--- src/rtl/sb_pkg.sv ---
// Shared constants for the register scoreboard: ID width, table size,
// short-op latency bound and the special register IDs.
package sb_pkg;

   localparam int REG_W   = 6;
   localparam int NREGS   = 64;
   localparam int MAX_LAT = 3;

   localparam logic [REG_W-1:0] REG_HILO = 6'd33;
   localparam logic [REG_W-1:0] REG_RA   = 6'd31;

   typedef logic [REG_W-1:0] reg_id_t;

endpackage

--- src/rtl/reg_scoreboard_if.sv ---
// Decode/writeback handshake bundle between the pipeline (master) and the
// register scoreboard (slave).
interface reg_scoreboard_if;
   import sb_pkg::*;

   logic       issue_valid;
   reg_id_t    rd_reg1;
   reg_id_t    rd_reg2;
   reg_id_t    wr_reg;
   logic [1:0] wr_lat;
   logic       wr_long;
   logic       wb_valid;
   reg_id_t    wb_reg;
   logic       flush;
   logic       stall;
   logic       issue_fire;
   logic       long_pending;

   modport master (
      output issue_valid, rd_reg1, rd_reg2, wr_reg, wr_lat, wr_long,
      output wb_valid, wb_reg, flush,
      input  stall, issue_fire, long_pending
   );

   modport slave (
      input  issue_valid, rd_reg1, rd_reg2, wr_reg, wr_lat, wr_long,
      input  wb_valid, wb_reg, flush,
      output stall, issue_fire, long_pending
   );

endinterface

--- src/rtl/sb_entry.sv ---
// One scoreboard slot: short-op countdown plus long-op flag.
// SB_WB_BYPASS_EN makes a same-cycle writeback release the long flag for hazard checks.
module sb_entry #(
   parameter int MAX_LAT = sb_pkg::MAX_LAT
) (
   input  logic       clk,
   input  logic       rst,
   input  logic       i_set,
   input  logic       i_long,
   input  logic [1:0] i_lat,
   input  logic       i_wb_clr,
   input  logic       i_flush,
   output logic       o_busy,
   output logic       o_waw,
   output logic       o_long_nxt
);

   localparam logic [1:0] LAT_MAX = 2'(MAX_LAT);

   logic [1:0] r_cnt;
   logic       r_long;
   logic [1:0] w_cnt_nxt;
   logic [1:0] w_lat;

   assign w_lat = (i_lat > LAT_MAX) ? LAT_MAX : i_lat;

   // An issue write wins over flush, decrement and writeback on the same slot.
   always_comb begin
      // NOTE: every always_comb output gets a default first so no latch is inferred.
      w_cnt_nxt  = r_cnt;
      o_long_nxt = r_long;
      if (i_set && !i_long)  w_cnt_nxt = w_lat;
      else if (i_flush)      w_cnt_nxt = '0;
      else if (r_cnt != 2'd0) w_cnt_nxt = r_cnt - 2'd1;

      if (i_set && i_long) o_long_nxt = 1'b1;
      else if (i_wb_clr)   o_long_nxt = 1'b0;
   end

   always_ff @(posedge clk or posedge rst) begin
      if (rst) begin
         r_cnt  <= '0;
         r_long <= 1'b0;
      end else begin
         // NOTE: sequential state uses non-blocking assignment so all slots update together.
         r_cnt  <= w_cnt_nxt;
         r_long <= o_long_nxt;
      end
   end

`ifdef SB_WB_BYPASS_EN
   assign o_waw  = r_long & ~i_wb_clr;
`else
   assign o_waw  = r_long;
`endif
   assign o_busy = (r_cnt != 2'd0) | o_waw;

endmodule

--- src/rtl/reg_scoreboard.sv ---
// Register scoreboard: RAW/WAW/structural hazard detection for a decode stage
// with short pipelined ops and one long MULTU/DIVU unit. Option: SB_WB_BYPASS_EN.
module reg_scoreboard #(
   parameter int NREGS   = sb_pkg::NREGS,
   parameter int MAX_LAT = sb_pkg::MAX_LAT
) (
   input  logic            clk,
   input  logic            rst,
   reg_scoreboard_if.slave sb
);
   import sb_pkg::*;

   logic [NREGS-1:0] w_busy;
   logic [NREGS-1:0] w_waw;
   logic [NREGS-1:0] w_long_nxt;
   logic             w_hazard;
   logic             w_fire;
   logic             r_long_pending;

   // ID 0 is the "no register" encoding and is never busy.
   assign w_busy[0]     = 1'b0;
   assign w_waw[0]      = 1'b0;
   assign w_long_nxt[0] = 1'b0;

   for (genvar i = 1; i < NREGS; i++) begin : g_entry
      sb_entry #(
         .MAX_LAT (MAX_LAT)
      ) u_entry (
         .clk        (clk),
         .rst        (rst),
         .i_set      (w_fire && (sb.wr_reg == REG_W'(i))),
         .i_long     (sb.wr_long),
         .i_lat      (sb.wr_lat),
         .i_wb_clr   (sb.wb_valid && (sb.wb_reg == REG_W'(i))),
         .i_flush    (sb.flush),
         .o_busy     (w_busy[i]),
         .o_waw      (w_waw[i]),
         .o_long_nxt (w_long_nxt[i])
      );
   end

   assign w_hazard = w_busy[sb.rd_reg1] | w_busy[sb.rd_reg2] | w_waw[sb.wr_reg]
                   | (sb.wr_long & r_long_pending);

   // Outputs are gated by rst so they read 0 for the whole reset window.
   assign w_fire        = ~rst & sb.issue_valid & ~w_hazard & ~sb.flush;
   assign sb.stall      = ~rst & sb.issue_valid & w_hazard;
   assign sb.issue_fire = w_fire;

   always_ff @(posedge clk or posedge rst) begin
      if (rst) r_long_pending <= 1'b0;
      else     r_long_pending <= |w_long_nxt;
   end

   assign sb.long_pending = r_long_pending;

endmodule

--- src/flat_wrapper.sv ---
// flat-port wrapper written by rule: the top's interface ports become plain ports
module reg_scoreboard_flat import sb_pkg::*;
#(
   parameter int NREGS   = sb_pkg::NREGS,
   parameter int MAX_LAT = sb_pkg::MAX_LAT
)
  (clk, rst, sb_issue_valid, sb_rd_reg1, sb_rd_reg2, sb_wr_reg, sb_wr_lat, sb_wr_long, sb_wb_valid, sb_wb_reg, sb_flush, sb_stall, sb_issue_fire, sb_long_pending);
  reg_scoreboard_if sb_i ();
  input  logic clk;
  input  logic rst;
  input wire logic [$bits(sb_i.issue_valid)-1:0] sb_issue_valid;
  input wire logic [$bits(sb_i.rd_reg1)-1:0] sb_rd_reg1;
  input wire logic [$bits(sb_i.rd_reg2)-1:0] sb_rd_reg2;
  input wire logic [$bits(sb_i.wr_reg)-1:0] sb_wr_reg;
  input wire logic [$bits(sb_i.wr_lat)-1:0] sb_wr_lat;
  input wire logic [$bits(sb_i.wr_long)-1:0] sb_wr_long;
  input wire logic [$bits(sb_i.wb_valid)-1:0] sb_wb_valid;
  input wire logic [$bits(sb_i.wb_reg)-1:0] sb_wb_reg;
  input wire logic [$bits(sb_i.flush)-1:0] sb_flush;
  output wire logic [$bits(sb_i.stall)-1:0] sb_stall;
  output wire logic [$bits(sb_i.issue_fire)-1:0] sb_issue_fire;
  output wire logic [$bits(sb_i.long_pending)-1:0] sb_long_pending;
  assign sb_i.issue_valid = sb_issue_valid;
  assign sb_i.rd_reg1 = sb_rd_reg1;
  assign sb_i.rd_reg2 = sb_rd_reg2;
  assign sb_i.wr_reg = sb_wr_reg;
  assign sb_i.wr_lat = sb_wr_lat;
  assign sb_i.wr_long = sb_wr_long;
  assign sb_i.wb_valid = sb_wb_valid;
  assign sb_i.wb_reg = sb_wb_reg;
  assign sb_i.flush = sb_flush;
  assign sb_stall = sb_i.stall;
  assign sb_issue_fire = sb_i.issue_fire;
  assign sb_long_pending = sb_i.long_pending;
  reg_scoreboard #(.NREGS(NREGS), .MAX_LAT(MAX_LAT)) u_core (.clk(clk), .rst(rst), .sb(sb_i));
endmodule
--- config.mk ---
export PLATFORM = sky130hd
export DESIGN_NAME = reg_scoreboard_flat
export DESIGN_NICKNAME = d
export VERILOG_FILES = /design/src/rtl/sb_pkg.sv /design/src/rtl/reg_scoreboard_if.sv /design/src/rtl/sb_entry.sv /design/src/rtl/reg_scoreboard.sv /design/src/flat_wrapper.sv
export SDC_FILE = /design/constraint.sdc
export NUM_CORES = 1
export LEC_CHECK = 0
export ABC_AREA = 1
export CORE_MARGIN = 2
export CORE_UTILIZATION = 47
export CTS_BUF_LIST = sky130_fd_sc_hd__clkbuf_8
export CTS_CLUSTER_SIZE = 30
export DETAILED_ROUTE_END_ITERATION = 16
export PLACE_DENSITY = 0.63
export SLEW_MARGIN = 20
export SYNTH_ARGS = -nofsm -noshare
export SYNTH_HDL_FRONTEND = slang
export SYNTH_SLANG_ARGS = --single-unit
--- constraint.sdc ---
create_clock -name clk -period 19 [get_ports clk]
set_input_delay 2.85 -clock clk [delete_from_list [all_inputs] [get_ports clk]]
set_output_delay 2.85 -clock clk [all_outputs]
set_load 0.005 [all_outputs]
==> reports/metrics.csv <==
stage,metric,value,unit
status,status,finished clean,
synthesis,synth warn,0,
placed_design,post-DP HPWL,36.5,mm
cells_and_area,final core utilization,0.505,
worst_setup_path,crit path kind,in -> out,
timing,Max transition margin,0.326,
worst_setup_path,startpoint type of the worst setup path,input port,
cts,Clock transition at path regs,110,ps
placed_design,I/O Buffers,34,
floorplanning,Die Width,177,um
floorplanning,CORE AREA,29600,sq um
grt,first-pass GRT wire length,77.8,mm
synthesis,Mapped Area,14100,sq um
cts,"Setup Fix Bufs, Post-CTS",0,
timing,fmax,101,MHz
timing,Post-Route Skew,17.7,ps
grt,initial antenna violation count,1,
worst_setup_path,CP arrival,7090,ps
routing,1st-iter DRT viols,1311,
routing,DRC violations left,0,
synthesis,Yosys reg bits,190,
cts,clk sink count,190,
worst_setup_path,CP required,16150,ps
timing,Setup TNS,0,ps
synthesis,"Seq/Total Area, Yosys",0.336,
floorplanning,Site Rows,63,
grt,total track usage,0.329,
grt,gr ovfl total,0,
routing,Post-DRT Antenna Nets,0,
cts,CTS resizes,0,
cells_and_area,Non-Filler Instances,2343,
routing,wire per inst,21.4,um
timing,Period minus WS final,9940,ps
floorplanning,die height,177,um
hold_path,Hold Path Class,reg -> reg,
worst_setup_path,CP endpoint kind,primary output,
run,Max-cap violations,0,
worst_setup_path,R2R setup slack,14030,ps
routing,Detailed Routing Iterations Pass 1,6,
power,"Power, Total",0.00166,W
timing,RSZ-0062 raised after global routing,no,
cts,H-tree levels,4,
placed_design,Setup WS pre-CTS,9180,ps
cts,Hold Buf Count CTS,0,
cts,CTS tree,built,
placed_design,gp weighted congestion,1.00,
cts,total CTS buffers,17,
grt,vias in the first global route,13100,
synthesis,Mapped Cells,1970,
power,PD cells,111,nW/um^2
power,leakage power,6.82,nW
routing,via count,13900,
routing,vias per std cell,5.95,
timing,Worst-Margin Slew,1010,ps
cells_and_area,layout cells sized above 1,0.0733,
timing,Final Hold Fails,0,
placed_design,DP Cell Count,2311,
routing,final wirelength,50.2,mm
cts,clock buffer depth,2,
synthesis,Synth cell types,30,
floorplanning,I/O pin cnt,35,
cts,worst-skew pair later-pin latency,530,ps
cells_and_area,Layout area overhead,5.95,%
worst_setup_path,CP Max Fanout,64,
timing,final-report setup violation count,0,
cts,CTS root buf,clkbuf_8,
timing,Setup WS post-layout,9060,ps
floorplanning,Die ar.,31500,sq um
floorplanning,Starting Density,0.477,
synthesis,Post-Syn Area per Cell,7.17,sq um
cells_and_area,final net count,2035,
timing,Tcrit/Tclk final,0.523,
grt,pin count of the biggest net entering global routing,127,
synthesis,synthesized netlist net count,2065,
timing,fin. max-slew vios,0,
power,peak supply drop,0.0623,mV
==> registers in the layout, summed over array words and instances, names as in the netlist <==
name	count
u_core.g_entry.u_entry.o_waw	63
u_core.g_entry.u_entry.r_cnt	126
u_core.sb.long_pending	1
==> logic make-up (layout without fill, tap and decap cells) <==
family	count (synthesis)	in the layout	synth area share
AOI/OAI and AO/OA	447	447	0.170
adders and majority gates	63	63	0.0558
buffers and inverters	343	325	0.105
DFF	190	190	0.336
muxes	1	1	0.000708
other	0	1	0
and+or+nand+nor	926	926	0.332
==> power by group <==
part           total, W  internal, W  leakage (nW)  switching (W)
clock          0.000335     0.000175         0.247       0.000159
sequential     0.000570     0.000520          2.49      0.0000500
combinational  0.000758     0.000261          4.09       0.000497
total           0.00166     0.000956          6.82       0.000707
==> cells in the mapped netlist <==
| master | n | area share |
|---|---|---|
| a21oi_1 | 27 | 0.0096 |
| buf_1 | 12 | 0.0032 |
| buf_12 | 4 | 0.0057 |
| buf_2 | 17 | 0.0060 |
| buf_4 | 9 | 0.0048 |
| buf_6 | 7 | 0.0056 |
| buf_8 | 2 | 0.0021 |
| clkbuf_1 | 44 | 0.012 |
| clkinv_2 | 1 | 0.00035 |
| dfrtp_1 | 190 | 0.34 |
| ha_1 | 63 | 0.056 |
| inv_1 | 240 | 0.064 |
| inv_2 | 7 | 0.0019 |
| mux2i_1 | 1 | 0.00071 |
| nand2_1 | 384 | 0.10 |
| nand2_2 | 2 | 0.00089 |
| nand3_1 | 211 | 0.075 |
| nand3_2 | 39 | 0.028 |
| nand3_4 | 38 | 0.047 |
| nand4_1 | 64 | 0.028 |
| nor2_1 | 179 | 0.048 |
| nor2_2 | 5 | 0.0022 |
| nor2_4 | 1 | 0.00080 |
| nor3_1 | 2 | 0.00071 |
| o211ai_1 | 49 | 0.026 |
| o21ai_0 | 268 | 0.095 |
| o21ai_1 | 79 | 0.028 |
| o22ai_1 | 18 | 0.0080 |
| o31ai_1 | 6 | 0.0032 |
| or2_2 | 1 | 0.00044 |
==> metal layers <==
metal / up-vias / routed length, um / global-route usage / share of wire
met5: - / 0 / 0 / 0
met4: 0 / 2360 / 0.150 / 0.047
met3: 112 / 3790 / 0.0641 / 0.075
met2: 553 / 22800 / 0.515 / 0.45
met1: 6679 / 21300 / 0.439 / 0.42
li1: 6590 / - / - / -
==> worst paths after layout <==
kind	from	to	cells past startpoint
worst max-delay path	sb_rd_reg2[0]	sb_issue_fire	14
worst min-delay path	u_core.g_entry[4].u_entry.r_cnt[1]	u_core.g_entry[4].u_entry.r_cnt[1]	2
worst max register to register	u_core.g_entry[21].u_entry.r_cnt[0]	u_core.g_entry[29].u_entry.r_cnt[0]	21
worst min register to register	u_core.g_entry[4].u_entry.r_cnt[1]	u_core.g_entry[4].u_entry.r_cnt[1]	2
max in group asynchronous	rst	u_core.g_entry[63].u_entry.r_cnt[1]	3
min in group asynchronous	rst	u_core.g_entry[56].u_entry.r_cnt[0]	2
==> through the flow <==
step / cell area [sq um] / hold slack, ps
5_1_grt: 15000 / 518
3_5_place_dp: 14500 / 474
2_1_floorplan: 14100 / 453
6_report: 15000 / 494
3_3_place_gp: 14500 / 471
4_1_cts: 15000 / 500
==> area by class of cell <==
cell class	instances	area (sq um)
Sequential cell	190	4750
Inverter	248	946
Tap cell	390	488
Fill cell	2986	14700
Antenna cell	1	2.50
Multi-Input combinational cell	1437	7900
Timing Repair Buffer	46	405
Clock inverter	12	216
Clock buffer	19	262
==> worst max-delay path, cell delays in order <==
cell and delay (ps):
clkdlybuf4s50_1 820, inv_2 480, nor2_2 170, a21oi_1 210, nand3_1 90, nand3_1 80
nand3_1 80, nand3_1 120, nand3_1 130, nor2_4 90, buf_4 590, nand2_2 130
inv_4 530, clkdlybuf4s50_1 640
==> cells in the final DEF (no fill, tap or decap) <==
master,synthesis,routed
nor2_4,1,1
nand3_4,38,38
nand4_1,64,64
clkinv_2,1,5
or2_2,1,1
nand3_1,211,211
o21ai_1,79,79
a21oi_1,27,27
buf_2,17,5
o21ai_0,268,268
o211ai_1,49,49
inv_4,0,2
nor2_2,5,5
clkinv_4,0,2
ha_1,63,63
o22ai_1,18,18
clkdlybuf4s50_1,0,29
inv_8,0,1
nor3_1,2,1
clkbuf_8,0,19
buf_4,9,12
o31ai_1,6,6
dfrtp_1,190,190
bufinv_16,0,6
nand3_2,39,39
nor2_1,179,179
diode_2,0,1
nand2_1,384,384
nor3_2,0,1
nand2_2,2,2
inv_1,240,240
inv_2,7,4
mux2i_1,1,1
Note: power is estimated with default switching activity, not from simulation.
